### src/rtl/leaf_arb_pkg.sv
// Shared definitions for the leaf output stream arbiter.
// Holds the FSM state encoding, a constant-capable clog2 helper used to size
// the beat counter, and the default burst length.
package leaf_arb_pkg;

  // Two-state arbiter: IDLE spends one cycle choosing a source, GRANT streams it
  typedef enum logic {
    IDLE  = 1'b0,
    GRANT = 1'b1
  } arb_state_e;

  localparam int DEFAULT_MAX_BURST = 16;

  // Smallest width able to index 'value' distinct codes (clog2(1) = 0)
  function automatic int clog2(input int value);
    int result;
    result = 0;
    while ((1 << result) < value) begin
      result++;
    end
    return result;
  endfunction

endpackage

### src/rtl/leaf_out_stream_arbiter_rr_pick.sv
// Combinational cyclic priority picker.
// Starting just after the previously granted index, scans the request vector
// cyclically and returns the first requester found.
// Ports:
//   req_i  - one request bit per source
//   last_i - index granted most recently (lowest priority this round)
//   pick_o - chosen source index (0 when nothing requests)
//   any_o  - high when at least one source requests
module rr_pick
  import leaf_arb_pkg::*;
#(
  parameter int NUM_SRC  = 4,
  parameter int SRC_BITS = 2
) (
  input  logic [NUM_SRC-1:0]  req_i,
  input  logic [SRC_BITS-1:0] last_i,
  output logic [SRC_BITS-1:0] pick_o,
  output logic                any_o
);

  // Walk offsets 1..NUM_SRC from last_i; offset NUM_SRC lands back on last_i,
  // so a lone requester that was just served can still win.
  always_comb begin
    logic [SRC_BITS-1:0] idx;
    idx    = '0;
    pick_o = '0;
    any_o  = 1'b0;
    for (int off = 1; off <= NUM_SRC; off++) begin
      idx = SRC_BITS'((int'(last_i) + off) % NUM_SRC);
      if (!any_o && req_i[idx]) begin
        pick_o = idx;
        any_o  = 1'b1;
      end
    end
  end

endmodule

### src/rtl/leaf_out_stream_arbiter.sv
// Shares one leaf user->interface output stream among NUM_SRC user streams.
// Sources are granted round-robin in bursts of up to MAX_BURST beats; a single
// output register gives a fixed one-cycle latency, and out_src_o tags each beat
// with the source it came from.
// Ports:
//   clk_i, reset_i  - clock, asynchronous active-high reset
//   en_i            - allows new grants (ap_start_user); a running burst finishes
//   in_data_i       - packed source payloads, src i at [i*PAYLOAD_BITS +: PAYLOAD_BITS]
//   in_vld_i        - per-source valid
//   in_ack_o        - per-source ready, at most one bit set
//   out_data_o      - beat payload towards din_leaf_user2interface
//   out_vld_o       - towards vld_user2interface
//   out_ack_i       - from ack_interface2user
//   out_src_o       - source index of the beat in out_data_o
//   busy_o          - high while a grant is open or a beat is still held
module leaf_out_stream_arbiter
  import leaf_arb_pkg::*;
#(
  parameter int NUM_SRC      = 4,
  parameter int PAYLOAD_BITS = 32,
  parameter int MAX_BURST    = DEFAULT_MAX_BURST,
  parameter int SRC_BITS     = 2
) (
  input  logic                            clk_i,
  input  logic                            reset_i,
  input  logic                            en_i,
  input  logic [NUM_SRC*PAYLOAD_BITS-1:0] in_data_i,
  input  logic [NUM_SRC-1:0]              in_vld_i,
  output logic [NUM_SRC-1:0]              in_ack_o,
  output logic [PAYLOAD_BITS-1:0]         out_data_o,
  output logic                            out_vld_o,
  input  logic                            out_ack_i,
  output logic [SRC_BITS-1:0]             out_src_o,
  output logic                            busy_o
);

  // The counter only has to reach MAX_BURST, where the FSM always leaves GRANT
  localparam int                  CNT_BITS   = clog2(MAX_BURST + 1);
  localparam logic [CNT_BITS-1:0] BURST_LAST = CNT_BITS'(MAX_BURST);

  arb_state_e                state_q, state_d;
  logic [SRC_BITS-1:0]       gnt_q, gnt_d;
  logic [SRC_BITS-1:0]       rrLast_q, rrLast_d;
  logic [CNT_BITS-1:0]       beatCnt_q, beatCnt_d;
  logic [PAYLOAD_BITS-1:0]   outData_q, outData_d;
  logic [SRC_BITS-1:0]       outSrc_q, outSrc_d;
  logic                      outVld_q, outVld_d;

  logic                      inReady;
  logic                      inXfer;
  logic                      outXfer;
  logic [SRC_BITS-1:0]       pickIdx;
  logic                      pickAny;

  rr_pick #(
    .NUM_SRC  (NUM_SRC),
    .SRC_BITS (SRC_BITS)
  ) u_rr_pick (
    .req_i  (in_vld_i),
    .last_i (rrLast_q),
    .pick_o (pickIdx),
    .any_o  (pickAny)
  );

  // Handshake: the output register can take a beat when empty or draining this
  // cycle; only the granted source ever sees that ready.
  always_comb begin
    inReady  = !outVld_q || out_ack_i;
    in_ack_o = '0;
    if (state_q == GRANT) begin
      in_ack_o[gnt_q] = inReady;
    end
    inXfer  = (state_q == GRANT) && inReady && in_vld_i[gnt_q];
    outXfer = outVld_q && out_ack_i;
  end

  // Grant FSM: IDLE arbitrates for one cycle, GRANT streams the chosen source
  // until the burst is full or the source runs dry while it could have sent.
  always_comb begin
    state_d   = state_q;
    gnt_d     = gnt_q;
    rrLast_d  = rrLast_q;
    beatCnt_d = beatCnt_q;
    case (state_q)
      IDLE: begin
        if (en_i && pickAny) begin
          gnt_d     = pickIdx;
          rrLast_d  = pickIdx;
          beatCnt_d = '0;
          state_d   = GRANT;
        end
      end
      GRANT: begin
        if (inXfer) begin
          beatCnt_d = beatCnt_q + CNT_BITS'(1);
          if (beatCnt_d == BURST_LAST) begin
            state_d = IDLE;
          end
        end else if (inReady) begin
          // Ready was offered but in_vld was low: give up the grant
          state_d = IDLE;
        end
      end
      default: begin
        state_d = IDLE;
      end
    endcase
  end

  // Output stage: reload on every accepted input beat (even while draining, so
  // no bubble), otherwise empty once the held beat is taken.
  always_comb begin
    outData_d = outData_q;
    outSrc_d  = outSrc_q;
    outVld_d  = outVld_q;
    if (inXfer) begin
      outData_d = in_data_i[int'(gnt_q)*PAYLOAD_BITS +: PAYLOAD_BITS];
      outSrc_d  = gnt_q;
      outVld_d  = 1'b1;
    end else if (outXfer) begin
      outVld_d = 1'b0;
    end
  end

  // State and datapath registers; rrLast starts at the top index so source 0
  // wins the first arbitration after reset.
  always_ff @(posedge clk_i or posedge reset_i) begin
    if (reset_i) begin
      state_q   <= IDLE;
      gnt_q     <= '0;
      rrLast_q  <= SRC_BITS'(NUM_SRC - 1);
      beatCnt_q <= '0;
      outData_q <= '0;
      outSrc_q  <= '0;
      outVld_q  <= 1'b0;
    end else begin
      state_q   <= state_d;
      gnt_q     <= gnt_d;
      rrLast_q  <= rrLast_d;
      beatCnt_q <= beatCnt_d;
      outData_q <= outData_d;
      outSrc_q  <= outSrc_d;
      outVld_q  <= outVld_d;
    end
  end

  assign out_data_o = outData_q;
  assign out_src_o  = outSrc_q;
  assign out_vld_o  = outVld_q;
  assign busy_o     = (state_q == GRANT) || outVld_q;

endmodule
### config.mk
export PLATFORM = sky130hd
export DESIGN_NAME = leaf_out_stream_arbiter
export DESIGN_NICKNAME = d
export VERILOG_FILES = /design/src/rtl/leaf_arb_pkg.sv /design/src/rtl/leaf_out_stream_arbiter_rr_pick.sv /design/src/rtl/leaf_out_stream_arbiter.sv
export SDC_FILE = /design/constraint.sdc
export NUM_CORES = 1
export LEC_CHECK = 0
export CAP_MARGIN = 20
export CORE_MARGIN = 2
export CORE_UTILIZATION = 23
export CTS_CLUSTER_DIAMETER = 40
export CTS_CLUSTER_SIZE = 25
export DETAILED_ROUTE_END_ITERATION = 8
export PLACE_DENSITY = 0.58
export SLEW_MARGIN = 20
export SYNTH_ARGS = -nofsm -noshare
export SYNTH_HDL_FRONTEND = slang
export SYNTH_SLANG_ARGS = --single-unit
### constraint.sdc
create_clock -name clk_i -period 2.55 [get_ports clk_i]
set_clock_uncertainty 0.2 [all_clocks]
set_input_delay 0.3825 -clock clk_i [delete_from_list [all_inputs] [get_ports clk_i]]
set_output_delay 0.3825 -clock clk_i [all_outputs]
set_load 0.005 [all_outputs]
# Word-level counts from Yosys, hierarchy flattened
# Index checks and enable logic that the tools add are counted.
# word_totals
ff_bits,45
word_cells,72
# op_classes
n_addsub,5
n_lt_le_gt_ge,6
eq_ne,3
shifts,1
mux,31
n_bitwise,2
n_reduce_logical,17
# ops
op,count
indexed part select 128 x 8 -> 32 bit,1
two-way mux 1 bit,16
"less-than comparator 2 x 3 -> 1 bit, second input constant",5
binary-select mux 1 bit (select 2 bit),5
two-way mux 5 bit,2
case mux 5 bit (2 select lines),1
logical AND 1 bit,8
two-way mux 2 bit,4
"adder 5 x 1 -> 5 bit, second input constant",1
"== test 5 bit, second input constant",1
"adder 2 x 1 -> 2 bit, second input constant",2
"adder 2 bit, second input constant",2
AND 4 bit,1
zero test 1 bit,4
two-way mux 4 bit,1
AND reduction 2 bit,2
demux 1 bit (select 2 bit),1
">= comparator 2 x 1 -> 1 bit, second input constant",1
logical OR 1 bit,2
"!= test 2 x 1 -> 1 bit, second input constant",1
"!= test 2 bit, second input constant",1
case mux 1 bit (2 select lines),1
nonzero test 2 bit,1
inverter 1 bit,1

# Logic depth before layout (Yosys ltp)
# Gate-level depths: netlist of run 1.
# depth
word_depth,16
depth_mapped,7

# Cells and area by module
# A second synthesis of run 1 with hierarchy kept.
# hier_totals
hier_cells,193
area_unflattened_um2,2865.2
# by_module_without_submodules
mod,instances,cells_per_inst,area_each_um2,seq_area_each_um2
leaf_out_stream_arbiter,1,179,2773.9,1128.6
rr_pick,1,14,91.3,0.0

# Worst setup path before layout of run 1
# OpenSTA, ideal clock, no wires.
# synth_timing
kind,reg-to-reg
start,register gnt_q[1]
end,register outData_q[20] (netlist: out_data_o[20])
setup_time_ns,0.125
arrival_time_ns,1.522
path_slack_ns,0.704
stages_incl_launch_ff,6
path_buffers,2
synth_period_minus_slack_ns,1.846
path_cell_list,dfrtp_1 -> mux4_2 -> nand3_2 -> buf_6 -> buf_6 -> mux2_2
# synth_between
elab_chain_cells,3
# synth_lines
element,line,rtl
"start, declared",leaf_out_stream_arbiter.sv:42,"logic [SRC_BITS-1:0] gnt_q, gnt_d;"
"start signal, assigned",leaf_out_stream_arbiter.sv:138,gnt_q <= gnt_d;
branches (longest 3 deep; another with indexed part select 128 x 8 -> 32 bit),n/a,
"end signal, assigned",leaf_out_stream_arbiter.sv:141,outData_q <= outData_d;
"end, declared",leaf_out_stream_arbiter.sv:45,"logic [PAYLOAD_BITS-1:0] outData_q, outData_d;"
# Parallel ways; which one is timed is not known. The select of a mux whose other input is x is not followed.
# A chain may end at the register's enable or synchronous reset.

# Final worst setup path of run 1
# layout_timing
start,input out_ack_i
end,output in_ack_o[3]
# layout_between
elab_chain_cells,3
# layout_lines
element,line,rtl
"start, declared",leaf_out_stream_arbiter.sv:32,"input logic out_ack_i,"
logical OR 1 bit,leaf_out_stream_arbiter.sv:68,inReady = !outVld_q || out_ack_i;
AND 4 bit (no line),n/a,
two-way mux 4 bit,leaf_out_stream_arbiter.sv:70,if (state_q == GRANT) begin
"end, declared",leaf_out_stream_arbiter.sv:29,"output logic [NUM_SRC-1:0] in_ack_o,"
# No other way between the ends.

==> results of run 1 <==
per-stage QoR:
stage,instance area (um2),util
6_report,4853,0.4232
3_5_place_dp,4681,0.4082
5_1_grt,4853,0.4232
2_1_floorplan,2716,-
4_1_cts,4853,0.4232
3_3_place_gp,4681,0.4082
final cells by class:
cell class	count	share of cell area
Clock buffer	7	0.02939
Clock inverter	1	0.006187
Inverter	7	0.005414
Multi-Input combinational cell	125	0.3034
Sequential cell	45	0.2330
Tap cell	143	0.03687
Timing Repair Buffer	186	0.3857
cells by family (layout without fill, tap and decap cells):
family,Yosys count,count (layout),share of synthesized area
muxes,67,67,0.4136
adders and majority gates,2,2,0.009211
AOI/OAI and AO/OA,19,19,0.04422
xor gates and xnor gates,2,2,0.006450
buffers and inverters,21,201,0.04238
and+or+nand+nor,35,35,0.06864
DFF,45,45,0.4155
power by group:
group | internal (mW) | leakage, nW | switching, mW | total, mW
clock network | 0.489 | 0.0841 | 0.255 | 0.744
logic | 1.69 | 1.27 | 0.874 | 2.56
registers | 1.09 | 0.535 | 0.251 | 1.34
registers in the layout, summed over array words and instances (netlist names):
register,flops
state_q,1
beatCnt_q,5
out_src_o,2
gnt_q,2
out_vld_o,1
rrLast_q,2
out_data_o,32
layer usage:
layer	global-route usage	share of wire	wire, um
met1	0.1358	0.36	2865
met2	0.2271	0.54	4326
met3	0.04914	0.086	686
met4	0.03171	0.0081	64
met5	0	0	0
Yosys cell counts (2+ instances only):
library cell / count / area [um2]
a21o_1: 2 / 15.01
a21oi_1: 6 / 30.03
buf_2: 5 / 25.02
buf_4: 4 / 30.03
buf_6: 2 / 22.52
clkbuf_1: 2 / 7.510
dfrtp_1: 43 / 1076
dfstp_2: 2 / 52.55
ha_1: 2 / 25.02
inv_1: 7 / 26.28
mux2_2: 32 / 360.4
mux2i_1: 2 / 20.02
mux4_2: 33 / 743.2
nand2_1: 8 / 30.03
nand2b_1: 3 / 18.77
nand3_1: 8 / 40.04
nor2_1: 5 / 18.77
nor3_1: 3 / 15.01
nor3b_1: 2 / 15.01
o21ai_0: 6 / 30.03
path summary, 6_finish.rpt:
kind                       cells past startpoint                          to  slack [ns]
setup reg to reg                               4  out_data_o[31]$_DFFE_PP0P_        0.57
max in group asynchronous                      3   out_data_o[8]$_DFFE_PP0P_        1.40
min in group clk_i                             2    out_src_o[0]$_DFFE_PP0P_        0.29
hold reg to reg                                2    out_src_o[0]$_DFFE_PP0P_        0.29
setup / recovery                               5                 in_ack_o[3]        0.22
hold / removal                                 2  out_data_o[31]$_DFFE_PP0P_        0.24
==> impl_results.md, run 1 <==
- Average vias per placed instance: between 4 and 5
- Critical Path Start: out_ack_i
- Number of global-route vias before repair: between 2000 and 3000
- Via total after detailed routing: roughly 2400
- Cell chain of the critical path: clkdlybuf4s50_1 -> nand2b_1 -> nand3_1 -> nor2_1 -> clkdlybuf4s50_1
- CP max stage cell: clkdlybuf4s50_1
- Routed Antenna Nets: 0
- CTS sink cnt: 45
- Seq/Total Area, Yosys: 0.4155
- Post-synth net total: 329
- Synthesized flop and latch total: 45
- Worst Tran Pin Value: approximately 0.6 ns
- Fin worst setup slack: between 0.2 and 0.25 ns
- WL final: about 8000 um
- # IOs: approximately 180
- Most common flop cell mapped by yosys: dfrtp_1
- Arr. time, crit path: between 1.5 and 2 ns
- H-tree depth: 2
- Post-cts resize count: 0
- Initial core utilization: 0.2369
- First-pass GRT wire length: approximately 13000 um
- Avg Cell Area, Syn: roughly 14 um2
- Critical Path End Type: output pin
- CTS Buf Count: 5
- Multi-input gate area: about 1500 um2
- Post-DR wirelength/cell: around 15 um
- Gr usage total: 0.1251
- Period utilisation layout: 0.9128
- Routability cong.: between 0.8 and 0.9
- Top delay family on crit path: buffers and inverters
- Final hold vios: 0
- Netlist cell types: 34
- Total power: approximately 4.7 mW
- Tightest hold margin: between 0.2 and 0.25 ns
- Startpoint Class: primary input
- # Post-CTS Setup Buffers: 0
- Worst path required time: around 2.0 ns
- Fin cells: between 500 and 600
- DP Wirelength: roughly 6500 um
- Slew headroom: 0.5900
- Pwr Density: around 960 nW/um2
- Setup-failing EPs final: 0
- Grt ovf: 0
- Cts-stage hold buffer count: 0
- Syn-to-layout area delta: 78.67%
- Max Fanout on Critical Path: 3
- 1st-iter DRT viols: between 40 and 50
- Number of synthesized flops with an enable pin: 0
- DRC: 0
- WS Path Type: primary input to output pin
- Post-Syn Area: between 2000 and 3000 um2
- Fill cells: 1085
- Leading cell type in the layout, fill and taps excluded: clkdlybuf4s50_1
- Setup repair after global routing missed its margin: false
- Clock-pin slew on the worst setup and hold paths: roughly 0.060 ns
- Die X: 112.7 um
- Clk Latency, worst-skew pair: between 0.2 and 0.3 ns
- Layout cell share with drive strength beyond 1: 0.2426
- Die footprint: roughly 13000 um2
- Core Region: about 11000 um2
- Largest net degree at the start of global routing: 26
- Asr flop ratio synth: 1.000
- Hold/Removal Path Class: primary input to async pin
- Dpl cells: ~510
- Leak: between 1.5 and 2 nW
- Setup_tns: 0 ns
- Initial antenna violation count: 0
- Placement Rows: 39
- Status: finished clean
- Clock buffer depth: 2
- Warnings from Yosys: 0
- Slowest stage delay, CP: roughly 0.52 ns
- WP buf/inv: 2
- Clock Root Buffer: clkbuf_16
- Maxcap violations: 0
- Die Ht: about 110 um
- FF/Latch Area: 1131 um2
- # nets final: ~510
- # diodes: 0
- CTS tree: done
- Most frequent CP cell: clkdlybuf4s50_1
- Syn Inst Count: around 190
- Final Critical Period: 2.328 ns
- Commonest non-fill, non-tap cells in the layout: clkdlybuf4s50_1, dfrtp_1, mux4_2
- Pre-CTS setup slack: approximately 0.11 ns
- Pre-antenna DRT Iters: 4
- Max IR drop VDD: between 0.4 and 0.5 mV
- Reg-to-reg startpoint: gnt_q[1]$_DFFE_PP0P_
- F_max: around 430 MHz
- Max Slew Vio Count: 0
- PortBufs: roughly 180
Note: power is estimated with default switching activity, not from simulation.
==> run 2, diff against run 1 <==
--- a/config.mk
+++ b/config.mk
@@ -12,7 +12,6 @@
 export CTS_CLUSTER_SIZE = 25
 export DETAILED_ROUTE_END_ITERATION = 8
 export PLACE_DENSITY = 0.58
-export SLEW_MARGIN = 20
 export SYNTH_ARGS = -nofsm -noshare
 export SYNTH_HDL_FRONTEND = slang
 export SYNTH_SLANG_ARGS = --single-unit
==> results of run 2 <==
No change in the layout: final DEF, timing and power equal those of run 1.
==> run 3, diff against run 2 <==
--- a/config.mk
+++ b/config.mk
@@ -7,11 +7,11 @@
 export LEC_CHECK = 0
 export CAP_MARGIN = 20
 export CORE_MARGIN = 2
-export CORE_UTILIZATION = 23
+export CORE_UTILIZATION = 37
 export CTS_CLUSTER_DIAMETER = 40
 export CTS_CLUSTER_SIZE = 25
 export DETAILED_ROUTE_END_ITERATION = 8
-export PLACE_DENSITY = 0.58
+export PLACE_DENSITY = 0.85
 export SYNTH_ARGS = -nofsm -noshare
 export SYNTH_HDL_FRONTEND = slang
 export SYNTH_SLANG_ARGS = --single-unit
==> run 3 against run 2 <==
  * Design area decreased by 3.2%
  * Hold slack got worse by 0.10 ns
  * Global-route usage increased by 6.1 points
  * Largest power group unchanged
  * Wire length decreased by 8.8%
  * Clock power decreased by 41%
==> impl_results.md, run 3 (synthesized netlist as in run 1, its figures left out) <==
- Maxcap violations: 0
- Internal reg-to-reg setup slack: 0.58 ns
- Global route hottest layer: met2
- Cts-stage hold buffer count: 0
- Max FFs per register: 32
- H-tree depth: 2
- Grt met3 use: 0.05210
- Dpl cell area: around 4600 um2
- Placement Rows: 31
- Clock buffer depth: 2
- Gr usage total: 0.1864
- F_max: roughly 420 MHz
- Setup repair after global routing missed its margin: false
- Layout Utilization: 0.6544
- Commonest non-fill, non-tap cells in the layout: clkdlybuf4s50_1, dfrtp_1, mux4_2
- Initial core utilization: 0.3786
- Critical Path End Type: output pin
- Clock share of power: 0.102
- Arr. time, crit path: 1.81 ns
- Leak: between 1.5 and 2 nW
- Final Critical Period: about 2.4 ns
- Initial antenna violation count: 0
- CTS Buf Count: 5
- Pwr Density: roughly 920 nW/um2
- Net Sw Frac: 0.3105
- Met1 GRT Util: 0.1981
- Clk Latency, worst-skew pair: approximately 0.29 ns
- Worst R2R Path Depth: 5
- Hold/Removal Path Class: primary input to async pin
- CTS sink cnt: 45
- Sw Pwr: 1.345 mW
- WL final: ~7200 um
- Grt ovf: 0
- Die X: ~90 um
- Fill cells: between 500 and 600
- Pint: 2.986 mW
- Final instance area: 4696 um2
- Max Slew Vio Count: 0
- Largest net degree at the start of global routing: 27
- Routability cong.: about 0.74
- Die Ht: between 80 and 90 um
- Status: finished clean
- Worst Tran Pin Value: 0.5819 ns
- Worst path required time: between 1.5 and 2 ns
- Syn-to-layout area delta: 72.87%
- Period utilisation layout: 0.9390
- Via total after detailed routing: about 2400
- Tightest hold margin: roughly 0.14 ns
- Reg-to-reg startpoint: gnt_q[1]$_DFFE_PP0P_
- Final hold vios: 0
- # diodes: 0
- # Post-CTS Setup Buffers: 0
- Clock-pin slew on the worst setup and hold paths: approximately 0.080 ns
- Total power: about 4.3 mW
- Critical Path Start: out_ack_i
- Layout cell share with drive strength beyond 1: 0.2378
- Number of global-route vias before repair: 2537
- Post-cts resize count: 0
- Pre-antenna DRT Iters: 4
- CTS tree: done
- Sequential Power Share: 0.306
- Setup_tns: 0 ns
- Die footprint: a little over 8000 um2
- Met2 GRT Util: 0.3590
- Post-DR wirelength/cell: ~15 um
- PortBufs: approximately 180
- Clock Root Buffer: clkbuf_8
- # nets final: between 500 and 600
- Core Region: just over 7000 um2
- Setup crit end: in_ack_o[2]
- Leading cell type in the layout, fill and taps excluded: clkdlybuf4s50_1
- Max IR drop VDD: roughly 0.42 mV
- Average vias per placed instance: ~5.0
- Logic pwr share: 0.593
- # IOs: between 150 and 200
- Slew headroom: 0.6020
- 1st-iter DRT viols: roughly 110
- First-pass GRT wire length: ~11000 um
- Max Fanout on Critical Path: 5
- Startpoint Class: primary input
- DP Wirelength: about 6100 um
- WS Path Type: primary input to output pin
- Routed Antenna Nets: 0
- DRC: 0
- Setup-failing EPs final: 0
- RR Endpoint: beatCnt_q[2]$_DFFE_PP0P_
==> run 3: power groups by stage <==
stage	Sequential (mW)	Clock, mW	Combinational [mW]
after CTS	1.32	0.462	2.63
after global placement	1.31	0	2.55
after floorplan	1.32	0	1.48
after global routing	1.38	0.489	2.78
final	1.32	0.440	2.57
after detailed placement	1.34	0	2.62
==> run 3: area by class of cell <==
type	instances	area (um2)	area share
clock buffer	8	90.09	0.01918
sequential	45	1131	0.2409
timing repair buffer	185	1852	0.3944
multi-input combinational	125	1473	0.3136
inverter	7	26.28	0.005596
tap	99	123.9	0.02638
==> run 3: how the worst min path moves through the flow <==
stage / start / to / slack, ns / cells after the start
2_1_floorplan: out_src_o[0]$_DFFE_PP0P_ / out_src_o[0]$_DFFE_PP0P_ / 0.27 / 2
3_3_place_gp: out_src_o[1]$_DFFE_PP0P_ / out_src_o[1]$_DFFE_PP0P_ / 0.27 / 2
3_5_place_dp: out_src_o[1]$_DFFE_PP0P_ / out_src_o[1]$_DFFE_PP0P_ / 0.28 / 2
4_1_cts: reset_i / out_data_o[25]$_DFFE_PP0P_ / 0.13 / 2
5_1_grt: reset_i / out_data_o[25]$_DFFE_PP0P_ / 0.15 / 2
6_report: reset_i / out_data_o[25]$_DFFE_PP0P_ / 0.14 / 2
==> run 3: critical path, cell delays in order <==
cell and delay, ns:
clkdlybuf4s50_1 0.45, nand2b_1 0.21, nand2_1 0.10, nor3_1 0.15
clkdlybuf4s50_1 0.52
==> run 3: metrics by stage <==
stage          setup slack, ns  cells
2_1_floorplan           0.7037    191
3_3_place_gp            0.1241    461
3_5_place_dp           0.06473    461
4_1_cts                 0.1514    469
5_1_grt                0.03008    469
6_report                0.1555    469
==> run 3: metal layers <==
| metal | wire, um | share of wire | up-vias |
|---|---|---|---|
| met2 | 4233 | 0.58 | 97 |
| met1 | 2446 | 0.34 | 1160 |
| met4 | 85 | 0.012 | 0 |
| li1 | - | - | 1093 |
| met3 | 475 | 0.066 | 10 |
| met5 | 0 | 0 | - |
